--- config.mk ---
export PLATFORM = sky130hd
export DESIGN_NAME = oled_spi_tx_flat
export DESIGN_NICKNAME = d
export VERILOG_FILES = /design/src/rtl/oled_spi_tx_if.sv /design/src/rtl/oled_spi_tx.sv /design/src/flat_wrapper.sv
export SDC_FILE = /design/constraint.sdc
export NUM_CORES = 1
export LEC_CHECK = 0
export BUFFER_PORTS_ARGS = -buffer_cell sky130_fd_sc_hd__buf_2
export CELL_PAD_IN_SITES_DETAIL_PLACEMENT = 2
export CELL_PAD_IN_SITES_GLOBAL_PLACEMENT = 2
export CORE_UTILIZATION = 39
export DETAILED_ROUTE_END_ITERATION = 10
export HOLD_SLACK_MARGIN = 0.02
export PLACE_DENSITY = 0.92
export SYNTH_ARGS = -nofsm -noshare
export SYNTH_HDL_FRONTEND = slang
export SYNTH_SLANG_ARGS = --single-unit
--- constraint.sdc ---
create_clock -name clk -period 3.62 [get_ports clk]
set_input_delay 0.543 -clock clk [delete_from_list [all_inputs] [get_ports clk]]
set_output_delay 0.543 -clock clk [all_outputs]
set_load 0.05 [all_outputs]
--- src/rtl/oled_spi_tx_if.sv ---
// rtl/oled_spi_tx_if.sv - register-side bus of the PMOD OLED SPI transmitter
interface oled_spi_tx_if;
   logic       data_wstrb;
   logic [8:0] data_wdata;
   logic       ctrl_wstrb;
   logic [3:0] ctrl_wdata;
   logic [7:0] status;

   modport master (output data_wstrb, data_wdata, ctrl_wstrb, ctrl_wdata, input status);
   modport slave  (input data_wstrb, data_wdata, ctrl_wstrb, ctrl_wdata, output status);
endinterface

--- src/rtl/oled_spi_tx.sv ---
// rtl/oled_spi_tx.sv - SPI mode-0 byte transmitter for the PMOD OLED with D/C tag and static panel controls
// OLED_SPI_FIFO_EN selects a FIFO_DEPTH byte queue; otherwise a single holding register is used.
module oled_spi_tx #(
   parameter int unsigned CLK_DIV    = 2,
   parameter int unsigned FIFO_DEPTH = 4
) (
   input  logic          clk,
   input  logic          reset_n,
   oled_spi_tx_if.slave  bus,
   output logic          oled_cs_n,
   output logic          oled_sck,
   output logic          oled_mosi,
   output logic          oled_dc,
   output logic          oled_res_n,
   output logic          oled_vcc_en,
   output logic          oled_pmod_en
);
   typedef enum logic [2:0] {S_IDLE, S_SETUP, S_SHIFT, S_HOLD, S_GAP} state_t;

   localparam logic [7:0] CNT_LAST = 8'(CLK_DIV - 1);

   state_t     r_state, w_state_nxt;
   logic [7:0] r_cnt, w_cnt_nxt;
   logic       r_low, w_low_nxt;
   logic [2:0] r_bit, w_bit_nxt;
   logic [7:0] r_shift;
   logic       r_tag;
   logic       w_pop, w_shift, w_cnt_end;
   logic       w_push, w_ovf_set, w_full, w_empty, w_busy;
   logic [8:0] w_head;
   logic [3:0] w_level4;
   logic       r_ovf;
   logic       r_cs_n, r_sck, r_mosi, r_dc;
   logic       r_res_n, r_vcc_en, r_pmod_en;

   // A push against a full queue is dropped even when a pop frees a slot that cycle.
   assign w_push    = bus.data_wstrb && !w_full;
   assign w_ovf_set = bus.data_wstrb && w_full;

`ifdef OLED_SPI_FIFO_EN
   localparam int unsigned PTR_W = $clog2(FIFO_DEPTH);
   localparam int unsigned LVL_W = PTR_W + 1;

   logic [8:0]       r_mem [FIFO_DEPTH];
   logic [PTR_W-1:0] r_wptr, r_rptr;
   logic [LVL_W-1:0] r_level;

   assign w_full   = (r_level == LVL_W'(FIFO_DEPTH));
   assign w_empty  = (r_level == '0);
   assign w_head   = r_mem[r_rptr];
   assign w_level4 = 4'(r_level);

   always_ff @(posedge clk) begin
      if (w_push) r_mem[r_wptr] <= bus.data_wdata;
   end

   always_ff @(posedge clk or negedge reset_n) begin
      if (!reset_n) begin
         r_wptr  <= '0;
         r_rptr  <= '0;
         r_level <= '0;
      end else begin
         if (w_push) r_wptr <= r_wptr + PTR_W'(1);
         if (w_pop)  r_rptr <= r_rptr + PTR_W'(1);
         case ({w_push, w_pop})
            2'b10:   r_level <= r_level + LVL_W'(1);
            2'b01:   r_level <= r_level - LVL_W'(1);
            default: r_level <= r_level;
         endcase
      end
   end
`else
   // FIFO_DEPTH does not apply here: the queue is one holding register.
   localparam int unsigned QDEPTH = (FIFO_DEPTH >= 1) ? 1 : 1;

   logic [8:0] r_hold;
   logic       r_valid;

   assign w_full   = (r_valid == 1'(QDEPTH));
   assign w_empty  = !r_valid;
   assign w_head   = r_hold;
   assign w_level4 = {3'b000, r_valid};

   always_ff @(posedge clk or negedge reset_n) begin
      if (!reset_n) begin
         r_hold  <= '0;
         r_valid <= 1'b0;
      end else if (w_push) begin
         r_hold  <= bus.data_wdata;
         r_valid <= 1'b1;
      end else if (w_pop) begin
         r_valid <= 1'b0;
      end
   end
`endif

   assign w_cnt_end = (r_cnt == CNT_LAST);
   assign w_busy    = (r_state != S_IDLE) || !w_empty;

   always_comb begin
      w_state_nxt = r_state;
      w_cnt_nxt   = r_cnt + 8'd1;
      w_low_nxt   = r_low;
      w_bit_nxt   = r_bit;
      w_pop       = 1'b0;
      w_shift     = 1'b0;
      case (r_state)
         S_IDLE: begin
            w_cnt_nxt = '0;
            if (!w_empty) begin
               w_pop       = 1'b1;
               w_state_nxt = S_SETUP;
            end
         end
         S_SETUP: if (w_cnt_end) begin
            w_cnt_nxt   = '0;
            w_low_nxt   = 1'b0;
            w_bit_nxt   = '0;
            w_state_nxt = S_SHIFT;
         end
         S_SHIFT: if (w_cnt_end) begin
            w_cnt_nxt = '0;
            // Shifting at the end of the high half makes mosi move with the falling sck.
            if (!r_low) begin
               w_low_nxt = 1'b1;
               w_shift   = 1'b1;
            end else begin
               w_low_nxt = 1'b0;
               if (r_bit == 3'd7) w_state_nxt = S_HOLD;
               else               w_bit_nxt   = r_bit + 3'd1;
            end
         end
         S_HOLD: if (w_cnt_end) begin
            w_cnt_nxt = '0;
            if (!w_empty) begin
               w_pop       = 1'b1;
               w_state_nxt = S_SETUP;
            end else begin
               w_state_nxt = S_GAP;
            end
         end
         S_GAP: if (w_cnt_end) begin
            w_cnt_nxt   = '0;
            w_state_nxt = S_IDLE;
         end
         default: w_state_nxt = S_IDLE;
      endcase
   end

   always_ff @(posedge clk or negedge reset_n) begin
      if (!reset_n) begin
         r_state <= S_IDLE;
         r_cnt   <= '0;
         r_low   <= 1'b0;
         r_bit   <= '0;
         r_shift <= '0;
         r_tag   <= 1'b0;
      end else begin
         r_state <= w_state_nxt;
         r_cnt   <= w_cnt_nxt;
         r_low   <= w_low_nxt;
         r_bit   <= w_bit_nxt;
         if (w_pop)        {r_tag, r_shift} <= w_head;
         else if (w_shift) r_shift <= {r_shift[6:0], 1'b0};
      end
   end

   // Pins are registered from the FSM, so they trail the state by one edge.
   always_ff @(posedge clk or negedge reset_n) begin
      if (!reset_n) begin
         r_cs_n <= 1'b1;
         r_sck  <= 1'b0;
         r_mosi <= 1'b0;
         r_dc   <= 1'b0;
      end else begin
         r_cs_n <= (r_state == S_IDLE) || (r_state == S_GAP);
         r_sck  <= (r_state == S_SHIFT) && !r_low;
         r_mosi <= r_shift[7];
         r_dc   <= r_tag;
      end
   end

   always_ff @(posedge clk or negedge reset_n) begin
      if (!reset_n) begin
         r_res_n   <= 1'b1;
         r_vcc_en  <= 1'b0;
         r_pmod_en <= 1'b0;
         r_ovf     <= 1'b0;
      end else begin
         if (bus.ctrl_wstrb) begin
            r_res_n   <= bus.ctrl_wdata[0];
            r_vcc_en  <= bus.ctrl_wdata[1];
            r_pmod_en <= bus.ctrl_wdata[2];
         end
         if (w_ovf_set)                              r_ovf <= 1'b1;
         else if (bus.ctrl_wstrb && bus.ctrl_wdata[3]) r_ovf <= 1'b0;
      end
   end

   assign bus.status   = {w_level4, 1'b0, r_ovf, w_full, w_busy};
   assign oled_cs_n    = r_cs_n;
   assign oled_sck     = r_sck;
   assign oled_mosi    = r_mosi;
   assign oled_dc      = r_dc;
   assign oled_res_n   = r_res_n;
   assign oled_vcc_en  = r_vcc_en;
   assign oled_pmod_en = r_pmod_en;
endmodule
--- src/flat_wrapper.sv ---
// flat-port wrapper written by rule: the top's interface ports become plain ports
module oled_spi_tx_flat 
#(
   parameter int unsigned CLK_DIV    = 2,
   parameter int unsigned FIFO_DEPTH = 4
)
  (clk, reset_n, oled_cs_n, oled_sck, oled_mosi, oled_dc, oled_res_n, oled_vcc_en, oled_pmod_en, bus_data_wstrb, bus_data_wdata, bus_ctrl_wstrb, bus_ctrl_wdata, bus_status);
  oled_spi_tx_if bus_i ();
  input  logic clk;
  input  logic reset_n;
  output logic oled_cs_n;
  output logic oled_sck;
  output logic oled_mosi;
  output logic oled_dc;
  output logic oled_res_n;
  output logic oled_vcc_en;
  output logic oled_pmod_en;
  input wire logic [$bits(bus_i.data_wstrb)-1:0] bus_data_wstrb;
  input wire logic [$bits(bus_i.data_wdata)-1:0] bus_data_wdata;
  input wire logic [$bits(bus_i.ctrl_wstrb)-1:0] bus_ctrl_wstrb;
  input wire logic [$bits(bus_i.ctrl_wdata)-1:0] bus_ctrl_wdata;
  output wire logic [$bits(bus_i.status)-1:0] bus_status;
  assign bus_i.data_wstrb = bus_data_wstrb;
  assign bus_i.data_wdata = bus_data_wdata;
  assign bus_i.ctrl_wstrb = bus_ctrl_wstrb;
  assign bus_i.ctrl_wdata = bus_ctrl_wdata;
  assign bus_status = bus_i.status;
  oled_spi_tx #(.CLK_DIV(CLK_DIV), .FIFO_DEPTH(FIFO_DEPTH)) u_core (.clk(clk), .reset_n(reset_n), .bus(bus_i), .oled_cs_n(oled_cs_n), .oled_sck(oled_sck), .oled_mosi(oled_mosi), .oled_dc(oled_dc), .oled_res_n(oled_res_n), .oled_vcc_en(oled_vcc_en), .oled_pmod_en(oled_pmod_en));
endmodule
==> results.json <==
{
  "status": "complete, no violations",
  "reg2reg_depth": 5,
  "synth_top_cell_by_area": "dfrtp_1",
  "ant_nets": 0,
  "ios": 32,
  "hold_buffers": 0,
  "dieWidth_um": 72.72,
  "dpl.hpwl_mm": 3.296,
  "startpoint": "u_core.r_cnt[0]$_DFF_PN0_",
  "finalCriticalPeriod_ps": 2250,
  "cts_buffers": 5,
  "drive_above_1_share": 0.3351,
  "hold_viol": 0,
  "port_buffers": 27,
  "drc": 0,
  "cpLargestDelayFamily": "compound AO/OA/AOI/OAI gates",
  "max_stage_delay_ps": 580,
  "area_delta_synth_final_pct": 12.57,
  "clkSinkCount": 42,
  "cts-root-buf": "clkbuf_8",
  "ys_seq_area_frac": 0.5401,
  "syn_area_um2": 1951,
  "rsz0062_at_grt": "no",
  "crit_arrival_ps": 2420,
  "slew_headroom": 0.3824,
  "post_cts_buffers": 0,
  "ys_types": 40,
  "setup_tns_ps": 0,
  "maxSlewViolCount": 0,
  "worst-path-buf-inv": 0,
  "initial_core_util": 0.4103,
  "placed_cell_area_um2": 2090,
  "clk_path_buf_depth": 2,
  "nets": 208,
  "startpoint_type": "register",
  "synth.most_common_cell": "dfrtp_1",
  "reg2reg_slack_ps": 1370,
  "grt_pass1_vias": 1494,
  "ys_seq_elements": 42,
  "cp.depth": 5,
  "path_class": "register to register",
  "finalSetupViolCount": 0,
  "cts_tree": "built",
  "hp-class": "input port to asynchronous set/reset pin",
  "crit_required_ps": 3790,
  "end_kind": "register",
  "ys.flop_type": "dfrtp_1",
  "firstDrtPassIters": 5,
  "critical_path.cell_chain": "ha_1 -> nor3b_1 -> nand2_2 -> o41a_1 -> a221o_1",
  "finalWirelength_mm": 4.859,
  "num_vias": 1321,
  "maxCapViolCount": 0,
  "cts_max_level": 2,
  "clock_latency_ps": 300,
  "path_clk_slew_ps": 90,
  "syn_inst": 163,
  "ctsResizeCount": 0,
  "die_h_um": 72.72,
  "design_area_um2": 2196,
  "cellLeakagePower_nw": 1.011,
  "ys_warn_count": 0,
  "n_antenna_cell": 0,
  "period_share": 0.6216,
  "dr.first_iter.drc_count": 72,
  "synth_top_area_share": 0.5131,
  "dieArea_um2": 5288,
  "power_density_nw_per_um2": 884.0,
  "synth_edf_count": 0,
  "overflow": 0,
  "peakVddDrop_uv": 415.2,
  "synth.area.top_cells": "dfrtp_1, mux2_2, a221o_1",
  "worst-path-max-fanout": 7,
  "r2r_end": "u_core.r_shift[4]$_DFFE_PN0P_",
  "critPathSlowestCell": "o41a_1",
  "cp-endpoint": "u_core.r_shift[4]$_DFFE_PN0P_",
  "grt.total_usage": 0.2072,
  "wire_per_inst_um": 19.05,
  "antenna_found_initial": 0,
  "synthArstFlopShare": 1.000,
  "tightest_slew_ps": 926.4,
  "skew_ps": 12.35,
  "rows": 25,
  "postSynthAreaPerCell_um2": 11.97,
  "max_clock_freq_mhz": 444.4,
  "grt_max_degree": 43,
  "viasPerCell": 5.180,
  "yosys-top-cells-count": "dfrtp_1, mux2_2, nor2_1, buf_4, nand2_1",
  "finalWeightedCongestion": 0.8439,
  "core_area_um2": 4755,
  "worstReg2RegStart": "u_core.r_cnt[0]$_DFF_PN0_",
  "grt_pass1_wl_mm": 7.914
}
per-stage QoR:
| step | hold WS (ps) | power [mW] | setup slack (ps) | instances | util |
|---|---|---|---|---|---|
| floorplan | 247.4 | 1.388 | 1722 | 166 | - |
| global placement | 360.3 | 1.482 | 1576 | 247 | 0.4395 |
| detailed placement | 388.7 | 1.572 | 1472 | 247 | 0.4395 |
| CTS | 408.5 | 1.969 | 1378 | 255 | 0.4618 |
| global route | 411.1 | 2.057 | 1207 | 255 | 0.4618 |
| finish | 380.7 | 1.941 | 1370 | 255 | 0.4618 |
logic make-up after synthesis:
logic type	synth area share
AO/OA/AOI/OAI	0.07313
XOR/XNOR	0.03143
adder cells (fa/ha/maj)	0.03079
buffers and inverters	0.05644
flip-flops	0.5401
multiplexers	0.09686
other	0.001922
AND/OR/NAND/NOR	0.1693
sequential cells by signal (all words and copies together), names as in the netlist:
signal	cells
u_core.r_hold	9
u_core.r_cnt	8
u_core.r_shift	8
u_core.r_bit	3
u_core.r_state	3
u_core.oled_cs_n	1
u_core.oled_dc	1
u_core.oled_mosi	1
u_core.oled_pmod_en	1
u_core.oled_res_n	1
u_core.oled_sck	1
u_core.oled_vcc_en	1
u_core.r_low	1
u_core.r_ovf	1
u_core.r_tag	1
u_core.r_valid	1
worst min path at each step:
stage                             endpoint  cells past startpoint  slack, ps                          start
4_1_cts         u_core.oled_mosi$_DFF_PN0_                      0        410  u_core.r_shift[7]$_DFFE_PN0P_
2_1_floorplan     u_core.oled_dc$_DFF_PN0_                      0        250                        reset_n
5_1_grt         u_core.oled_mosi$_DFF_PN0_                      0        410  u_core.r_shift[7]$_DFFE_PN0P_
3_5_place_dp    u_core.oled_mosi$_DFF_PN0_                      0        390  u_core.r_shift[7]$_DFFE_PN0P_
3_3_place_gp      u_core.oled_dc$_DFF_PN0_                      0        360       u_core.r_tag$_DFFE_PN0P_
6_report       u_core.r_bit[0]$_DFFE_PN0P_                      1        380                        reset_n
layer usage:
layer	track usage	routed length [µm]	up-vias
met5	0	0	-
met4	0.1024	169	0
met3	0.04144	191	11
met2	0.3655	2552	40
met1	0.2395	1946	671
li1	-	-	599
cells in the final DEF, fill, tap and decap left out:
cell,n
a31oi_1,1
mux2_2,15
nor2b_1,4
and4b_2,1
o21ai_0,1
or3_1,1
a22o_1,1
mux2i_1,2
and2_2,7
xnor2_1,1
buf_2,27
and2b_2,1
ha_1,4
maj3_1,1
bufinv_16,1
dfrtp_1,40
and2b_1,1
nand3_1,5
and3_1,3
nand2_2,1
and2_1,1
o21ai_2,1
inv_1,5
a32oi_1,1
a221o_1,8
or3_2,1
clkbuf_1,2
nor4bb_1,1
nor2_1,14
nand2_1,9
dfstp_2,2
clkbuf_8,5
nor3_1,3
conb_1,4
a22oi_1,1
nor4_4,1
o41a_1,1
nor3b_1,3
o22ai_1,1
xor2_1,6
power breakdown:
part	switching (mW)	internal [mW]	leakage [nW]
sequential	0.175	0.652	0.519
clock	0.161	0.207	0.0524
combinational	0.449	0.298	0.440
total	0.785	1.16	1.01
area by class of cell:
cell class                      instances  area [µm²]
Clock buffer                            7       76.32
Clock inverter                          1       30.03
Fill cell                             522        2559
Inverter                                5       18.77
Multi-Input combinational cell        106       798.3
Sequential cell                        42        1054
Tap cell                               67       83.83
Timing Repair Buffer                   27       135.1
worst register-to-register path, stage by stage, from the launching register on:
cell and delay (ps):
dfrtp_1 480, ha_1 200, nor3b_1 370, nand2_2 150, o41a_1 580, a221o_1 360
Note: power is estimated with default switching activity, not from simulation.
